**src/rtl/gcd_issue.sv**
```systemverilog
// gcd_issue -- operand-issue stage feeding an hgcd core.
//
// Buffers (a, b) operand pairs in a small circular FIFO and launches them
// into hgcd with single-cycle ld pulses. Launches are credit-limited so at
// most MAXOUT jobs are inside hgcd at once. Each rdy pulse from hgcd returns
// one credit.
//
// Parameters:
//   W       operand width (matches hgcd a/b)
//   DEPTH   FIFO entries, power of two, >= 2
//   MAXOUT  maximum jobs in flight, 1..7
//
// Ports:
//   clk          rising-edge clock
//   reset        asynchronous, active-low; clears all state
//   in_valid     producer offers {in_a, in_b}
//   in_ready     FIFO not full (decoded from registered pointers only)
//   in_a, in_b   operand pair from the producer
//   ld           registered launch pulse to hgcd.ld
//   a, b         registered operands to hgcd, valid while ld=1
//   rdy          one pulse per job completed by hgcd
//   outstanding  jobs launched but not yet returned
//   level        FIFO occupancy
//   err          sticky; set by a rdy that arrives with nothing outstanding
//
// Optional feature, macro GCD_ISSUE_STATS_EN:
//   n_issued     16-bit wrapping count of launches
//   n_done       16-bit wrapping count of rdy pulses that did not set err
module gcd_issue #(
  parameter int W      = 8,
  parameter int DEPTH  = 4,
  parameter int MAXOUT = 2
) (
  input  logic                     clk,
  input  logic                     reset,
  input  logic                     in_valid,
  output logic                     in_ready,
  input  logic [W-1:0]             in_a,
  input  logic [W-1:0]             in_b,
  output logic                     ld,
  output logic [W-1:0]             a,
  output logic [W-1:0]             b,
  input  logic                     rdy,
  output logic [2:0]               outstanding,
  output logic [$clog2(DEPTH):0]   level,
  output logic                     err
`ifdef GCD_ISSUE_STATS_EN
  ,
  output logic [15:0]              n_issued,
  output logic [15:0]              n_done
`endif
);

  localparam int AW = $clog2(DEPTH);

  // Each entry packs {a, b}.
  logic [2*W-1:0] mem [DEPTH];

  // Pointers carry one extra wrap bit to tell full from empty.
  logic [AW:0]    wr_ptr;
  logic [AW:0]    rd_ptr;

  logic           full;
  logic           empty;
  logic           push;
  logic           rdy_ok;
  logic [2:0]     eff;
  logic           launch;
  logic [2*W-1:0] head;

  assign full     = (wr_ptr[AW] != rd_ptr[AW]) &&
                    (wr_ptr[AW-1:0] == rd_ptr[AW-1:0]);
  assign empty    = (wr_ptr == rd_ptr);
  assign in_ready = !full;
  assign push     = in_valid && !full;

  // A rdy in this cycle frees its credit for this cycle's launch decision.
  // A rdy with nothing outstanding is an error and returns no credit.
  assign rdy_ok   = rdy && (outstanding != 3'd0);
  assign eff      = outstanding - {2'b00, rdy_ok};
  assign launch   = !empty && (eff < 3'(MAXOUT));

  assign head     = mem[rd_ptr[AW-1:0]];

  // Storage has no reset so it can map onto distributed/block RAM; stale
  // contents are never observed because the pointers are cleared.
  always_ff @(posedge clk) begin
    if (push) begin
      mem[wr_ptr[AW-1:0]] <= {in_a, in_b};
    end
  end

  always_ff @(posedge clk or negedge reset) begin
    if (!reset) begin
      wr_ptr      <= '0;
      rd_ptr      <= '0;
      ld          <= 1'b0;
      a           <= '0;
      b           <= '0;
      outstanding <= 3'd0;
      level       <= '0;
      err         <= 1'b0;
    end else begin
      ld <= launch;
      if (push) begin
        wr_ptr <= wr_ptr + 1'b1;
      end
      if (launch) begin
        rd_ptr <= rd_ptr + 1'b1;
        a      <= head[2*W-1:W];
        b      <= head[W-1:0];
      end
      outstanding <= eff + {2'b00, launch};
      case ({push, launch})
        2'b10:   level <= level + 1'b1;
        2'b01:   level <= level - 1'b1;
        default: level <= level;
      endcase
      if (rdy && (outstanding == 3'd0)) begin
        err <= 1'b1;
      end
    end
  end

`ifdef GCD_ISSUE_STATS_EN
  always_ff @(posedge clk or negedge reset) begin
    if (!reset) begin
      n_issued <= 16'd0;
      n_done   <= 16'd0;
    end else begin
      if (launch) begin
        n_issued <= n_issued + 16'd1;
      end
      if (rdy_ok) begin
        n_done <= n_done + 16'd1;
      end
    end
  end
`endif

endmodule
```
**config.mk**
```make
export PLATFORM = sky130hd
export DESIGN_NAME = gcd_issue
export DESIGN_NICKNAME = d
export VERILOG_FILES = /design/src/rtl/gcd_issue.sv
export SDC_FILE = /design/constraint.sdc
export NUM_CORES = 1
export LEC_CHECK = 0
export CAP_MARGIN = 10
export CORE_ASPECT_RATIO = 0.8
export CORE_MARGIN = 4
export CORE_UTILIZATION = 55
export CTS_CLUSTER_DIAMETER = 150
export CTS_CLUSTER_SIZE = 16
export DETAILED_ROUTE_END_ITERATION = 12
export PLACE_DENSITY = 0.83
export SLEW_MARGIN = 20
export SYNTH_ARGS = -nofsm -noshare
export SYNTH_HDL_FRONTEND = slang
export SYNTH_SLANG_ARGS = --single-unit
```
**constraint.sdc**
```tcl
create_clock -name clk -period 3.5 [get_ports clk]
set_clock_uncertainty 0.15 [all_clocks]
set_input_delay 0.35 -clock clk [delete_from_list [all_inputs] [get_ports clk]]
set_output_delay 0.35 -clock clk [all_outputs]
set_load 0.02 [all_outputs]
```
==> Word level (Yosys, flattened, before mapping) <==
Memories as Yosys holds them, arrays and structs flattened. A register that Yosys moved wholly into a read port is not among the register bits.
Index checks and enable logic that the tools add are counted.
W data, S select, Z words.
{ "op_classes": {"add_sub_neg": 6, "mul": 0, "div_mod_pow": 0, "order_cmp": 1, "eq_ne": 5, "n_shift": 0, "mux": 3, "n_bitwise": 0, "n_reduce_logical": 11} }
{ "ops": {"columns": ["op", "count"], "rows": [
  ["$add A3 B1 Y3 const B", 3],
  ["$pmux W3 S2", 1],
  ["$logic_and A1 B1 Y1", 5],
  ["$add A3 B1 Y3", 1],
  ["$eq A3 B3 Y1", 1],
  ["$logic_not A1 Y1", 3],
  ["$logic_not A3 Y1", 1],
  ["$lt A3 B2 Y1 const B", 1],
  ["$reduce_bool A3 Y1", 1],
  ["$sub A3 B1 Y3", 1],
  ["$sub A3 B1 Y3 const B", 1],
  ["$eq A2 B1 Y1 const B", 1],
  ["$eq A2 B2 Y1", 1],
  ["$eq A2 B2 Y1 const B", 1],
  ["$mux W1", 2],
  ["$reduce_bool A2 Y1", 1],
  ["$ne A1 B1 Y1", 1]
]} }
{ "word_totals": {"register_bits": 14, "latch_bits": 0, "ramBits": 64, "romBits": 0, "input_bits": 20, "output_inout_bits": 25, "mem_count": 1} }
{ "memory_table": {"columns": ["memory", "depth", "width", "rd", "rd_clocked_by_memory_dff", "wr", "line", "text"], "rows": [
  ["mem", 4, 16, 1, 1, 1, "57", "logic [2*W-1:0] mem [DEPTH];"]
]} }

==> Longest topological paths before layout <==
Gate-level depths: netlist (run 1).
{ "logic_depth": {"word_depth": 7, "mapped_depth": 13, "mapped_depth_nobuf": 12} }

==> Worst setup path before layout (run 1) <==
OpenSTA, ideal clock, no wires.
{ "synth_path": {"path_kind": "flip-flop to flip-flop", "from": "register outstanding[1]", "to": "register level[2]", "setup_ns": 0.130, "t_arrival_ns": 2.579, "required_ns": 3.220, "path_slack_ns": 0.641, "path_stages_with_launch": 14, "period_less_slack_ns": 2.859, "cell_sequence": "dfrtp_1 nor3_1 nor2b_1 ha_1 ha_1 xnor2_1 o311ai_1 buf_4 inv_1 ha_1 fa_1 xnor2_1 nor2_1 xor2_1"} }
{ "synth_via": {"elab_chain_cells": 7} }
{ "synth_rtl": {"columns": ["element", "line", "text"], "rows": [
  ["from (decl)", "44", "output logic [2:0] outstanding,"],
  ["from (signal assigned)", "113", "outstanding <= eff + {2'b00, launch};"],
  ["$reduce_bool A3 Y1", "79", "assign rdy_ok = rdy && (outstanding != 3'd0);"],
  ["$logic_and A1 B1 Y1", "79", null],
  ["$sub A3 B1 Y3 (*)", "80", "assign eff = outstanding - {2'b00, rdy_ok};"],
  ["$lt A3 B2 Y1 (*)", "81", "assign launch = !empty && (eff < 3'(MAXOUT));"],
  ["$logic_and A1 B1 Y1 (*)", "81", null],
  ["net launch", "68", "logic launch;"],
  ["$eq A2 B1 Y1 or $eq A2 B2 Y1 (tied branches)", "114", "case ({push, launch})"],
  ["$pmux W3 S2 or $reduce_bool A2 Y1 (tied branches)", null, null],
  ["to (signal assigned)", "115", "2'b10: level <= level + 1'b1;"],
  ["to (signal assigned)", "116", "2'b01: level <= level - 1'b1;"],
  ["to (signal assigned)", "117", "default: level <= level;"],
  ["to (decl)", "45", "output logic [$clog2(DEPTH):0] level,"]
]} }
The timed path passes the listed nets; every way through them passes the cells marked *.
A chain may end at the register's enable or synchronous reset.

==> Final worst setup path (run 1) <==
{ "layout_path": {"from": "register outstanding[1]", "to": "register level[1]"} }
The elaborated chain is that of the path after synthesis.

==> flow_metrics.py, run 1 <==
metrics = {
    "cts": {
        "cts_made_buffers": 9,
        "cts_sinks": 94,
        "clk_latency_ns": 0.35,
        "path_clk_slew_ns": 0.09,
        "post_cts_buffers": 0,
        "cts_max_path_buffers": 2,
        "root_buffer": "clkbuf_8",
        "post_cts_resized": 0,
        "cts_hold_buf": 0,
        "htreeDepth": 3,
        "cts_tree": "done",
    },
    "global_route": {
        "grt_overflow": 0,
        "grt_max_degree": 31,
        "antenna_found_initial": 0,
        "grt_pass1_vias": 1857,
        "gr-usage-all-layers_pct": 16.6,
        "grt_pass1_wl_um": 9640,
    },
    "worst_setup_path": {
        "cpLargestDelayFamily": "adder cells",
        "crit_buf_inv": 1,
        "path_max_fanout": 3,
        "end_kind": "flip-flop",
        "critical_path.startpoint_type": "flip-flop",
        "critPathMaxStageDelay_ns": 0.42,
        "cp.required_ns": 3.59,
        "arrival_ns": 3.07,
        "regToRegSetupSlack_ns": 0.52,
        "crit_slowest_cell": "fa_1",
        "critPathKind": "flip-flop to flip-flop",
        "crit_top_cell": "ha_1",
        "crit_chain": "nor3_1 -> nor2b_1 -> ha_1 -> ha_1 -> xnor2_1 -> o311ai_4 -> inv_1 -> ha_1 -> fa_1 -> mux2_2",
    },
    "layout": {
        "multi_input_area_um2": 928,
        "layout.nets": 263,
        "diodes": 0,
        "fill_cells": 441,
        "seq_area_um2": 2670,
        "layout-drive-gt1-share_pct": 23.6,
        "final_util_pct": 68.6,
        "areaGrowthSynthToFinish_pct": 20.5,
    },
    "synth": {
        "syn_inst": 180,
        "syn_area_per_cell_um2": 20.4,
        "yosys_warnings": 0,
        "synth-seq-cells": 94,
        "postSynthNetCount": 211,
        "netlist_area_um2": 3670,
        "yosysSeqAreaShare_pct": 72.9,
        "yosysUniqueCellTypes": 23,
    },
    "detailed_routing": {
        "via_count": 1706,
        "dr.pass1.iters": 6,
        "finalWirelength_um": 5850,
        "viasPerCell": 5.31,
        "drc": 0,
        "drtIter0Drc": 98,
        "avgRoutedWirePerCell_um": 18.2,
        "ant_nets": 0,
    },
    "sta": {
        "finalCritPeriodShare_pct": 85.3,
        "fin_crit_ns": 2.98,
        "hold_viol": 0,
        "layout_setup_ws_ns": 0.516,
        "maxSlewViolCount": 0,
        "setup_tns_ns": 0,
        "tightestPinTransition_ns": 0.878,
        "relSlewSlack_pct": 41.5,
        "setup_viol_count_final": 0,
        "max_freq_ghz": 0.335,
        "rsz0062_at_grt": "no",
    },
    "floorplan": {
        "initial_core_util_pct": 56.9,
        "core_um2": 6440,
        "fp.dieW_um": 99.3,
        "die_h_um": 81.0,
        "die_area_um2": 8050,
        "rows": 26,
        "io_pins": 45,
    },
    "flow_run": {
        "drv_cap": 0,
    },
    "pwr": {
        "power_density_nw_per_um2": 966,
        "ir_worst_vdd_v": 0.000402,
        "p_leak_uw": 0.00163,
    },
    "run_status": {
        "status": "completed",
    },
    "placed_design": {
        "hpwl_um": 3850,
        "gp_congestion": 0.731,
        "pre_cts_slack_ns": 0.371,
        "port_buffers": 44,
    },
    "min_path": {
        "min_path_type": "primary input to asynchronous set/reset pin",
    },
}
power breakdown:
group          switching [µW]  internal (µW)
clock network             353            402
logic                     870            905
registers                 164           1580
layout make-up:
class	count	area share, %
inverter	8	0.679
clock buffer	10	2.89
tap	84	2.38
timing repair buffer	48	10.6
multi-input combinational	71	21.0
clock inverter	6	1.95
sequential	94	60.5
worst paths after layout:
path,start,to,cells past startpoint
setup / recovery,outstanding[1]$_DFF_PN0_,level[1]$_DFFE_PN0P_,10
hold / removal,reset,a[5]$_DFFE_PN0P_,2
setup reg to reg,outstanding[1]$_DFF_PN0_,level[1]$_DFFE_PN0P_,10
hold reg to reg,err$_DFFE_PN0P_,err$_DFFE_PN0P_,1
max in group asynchronous,reset,wr_ptr[1]$_DFFE_PN0P_,2
min in group clk,err$_DFFE_PN0P_,err$_DFFE_PN0P_,1
routing by layer:
| metal | GRT usage [%] | wire (µm) | up-vias |
|---|---|---|---|
| li1 | - | - | 786 |
| met1 | 20.0 | 2400 | 861 |
| met2 | 27.5 | 2970 | 44 |
| met3 | 5.24 | 310 | 15 |
| met4 | 7.91 | 161 | 0 |
| met5 | 0 | 0 | - |
flip-flops by register name, summed over array words and instances, names as in the netlist:
register,cells
outstanding,3
rd_ptr,3
level,3
err,1
b,8
a,8
wr_ptr,3
ld,1
mem,64
synthesized netlist by cell type:
cell | number | share of area (%)
a21o_1 | 1 | 0.20
and3_1 | 3 | 0.51
and3_4 | 1 | 0.31
buf_2 | 1 | 0.14
buf_4 | 3 | 0.61
buf_6 | 2 | 0.61
clkbuf_1 | 1 | 0.10
dfrtp_1 | 30 | 20
edfxtp_1 | 64 | 52
fa_1 | 1 | 0.55
ha_1 | 10 | 3.4
inv_1 | 8 | 0.82
mux2_1 | 1 | 0.31
mux2_2 | 18 | 5.5
mux4_2 | 16 | 9.8
nand2_2 | 1 | 0.17
nor2_1 | 2 | 0.20
nor2b_1 | 1 | 0.17
nor3_1 | 1 | 0.14
o311ai_1 | 1 | 0.24
or3_1 | 1 | 0.17
xnor2_1 | 7 | 1.7
xor2_1 | 6 | 1.4
cell families (layout without fill, tap and decap cells):
group	Yosys count	count (layout)	share of synthesized area, %
fa+ha+maj	11	11	3.96
xor+xnor	13	13	3.10
simple gates	10	10	1.67
buf+inv	15	72	2.29
flops	94	94	72.9
mux	35	35	15.7
compound gates	2	2	0.444
per-stage QoR:
step,cell area [µm²],hold slack [ns],std cells,power [µW]
finish,4420,0.241,321,4270
floorplan,3670,-0.0956,180,2950
CTS,4420,0.247,321,4320
global placement,4210,0.306,305,3490
detailed placement,4210,0.294,305,3570
global route,4420,0.262,321,4540
layout by cell type (no fill, tap or decap):
| cell type | count |
|---|---|
| edfxtp_1 | 64 |
| clkdlybuf4s50_1 | 44 |
| dfrtp_1 | 30 |
| mux2_2 | 18 |
| mux4_2 | 16 |
| ha_1 | 10 |
| clkbuf_8 | 9 |
| inv_1 | 8 |
| xnor2_1 | 7 |
| xor2_1 | 6 |
| buf_4 | 4 |
| and3_1 | 3 |
| nor2_1 | 2 |
| bufinv_16 | 2 |
| clkinv_2 | 2 |
| o311ai_4 | 1 |
| or3_1 | 1 |
| nand2_2 | 1 |
| nor3_1 | 1 |
| nor2b_1 | 1 |
| and3_4 | 1 |
| mux2_1 | 1 |
| a21o_1 | 1 |
| fa_1 | 1 |
| clkbuf_1 | 1 |
| clkinvlp_4 | 1 |
| inv_6 | 1 |
Note: power is estimated with default switching activity, not from simulation.
==> run 2, diff against run 1 <==
Settings changed: SKIP_LAST_GASP from default to 1, SLEW_MARGIN 20 to default.
==> results of run 2 <==
Final layout, timing and power as in run 1 (identical DEF).
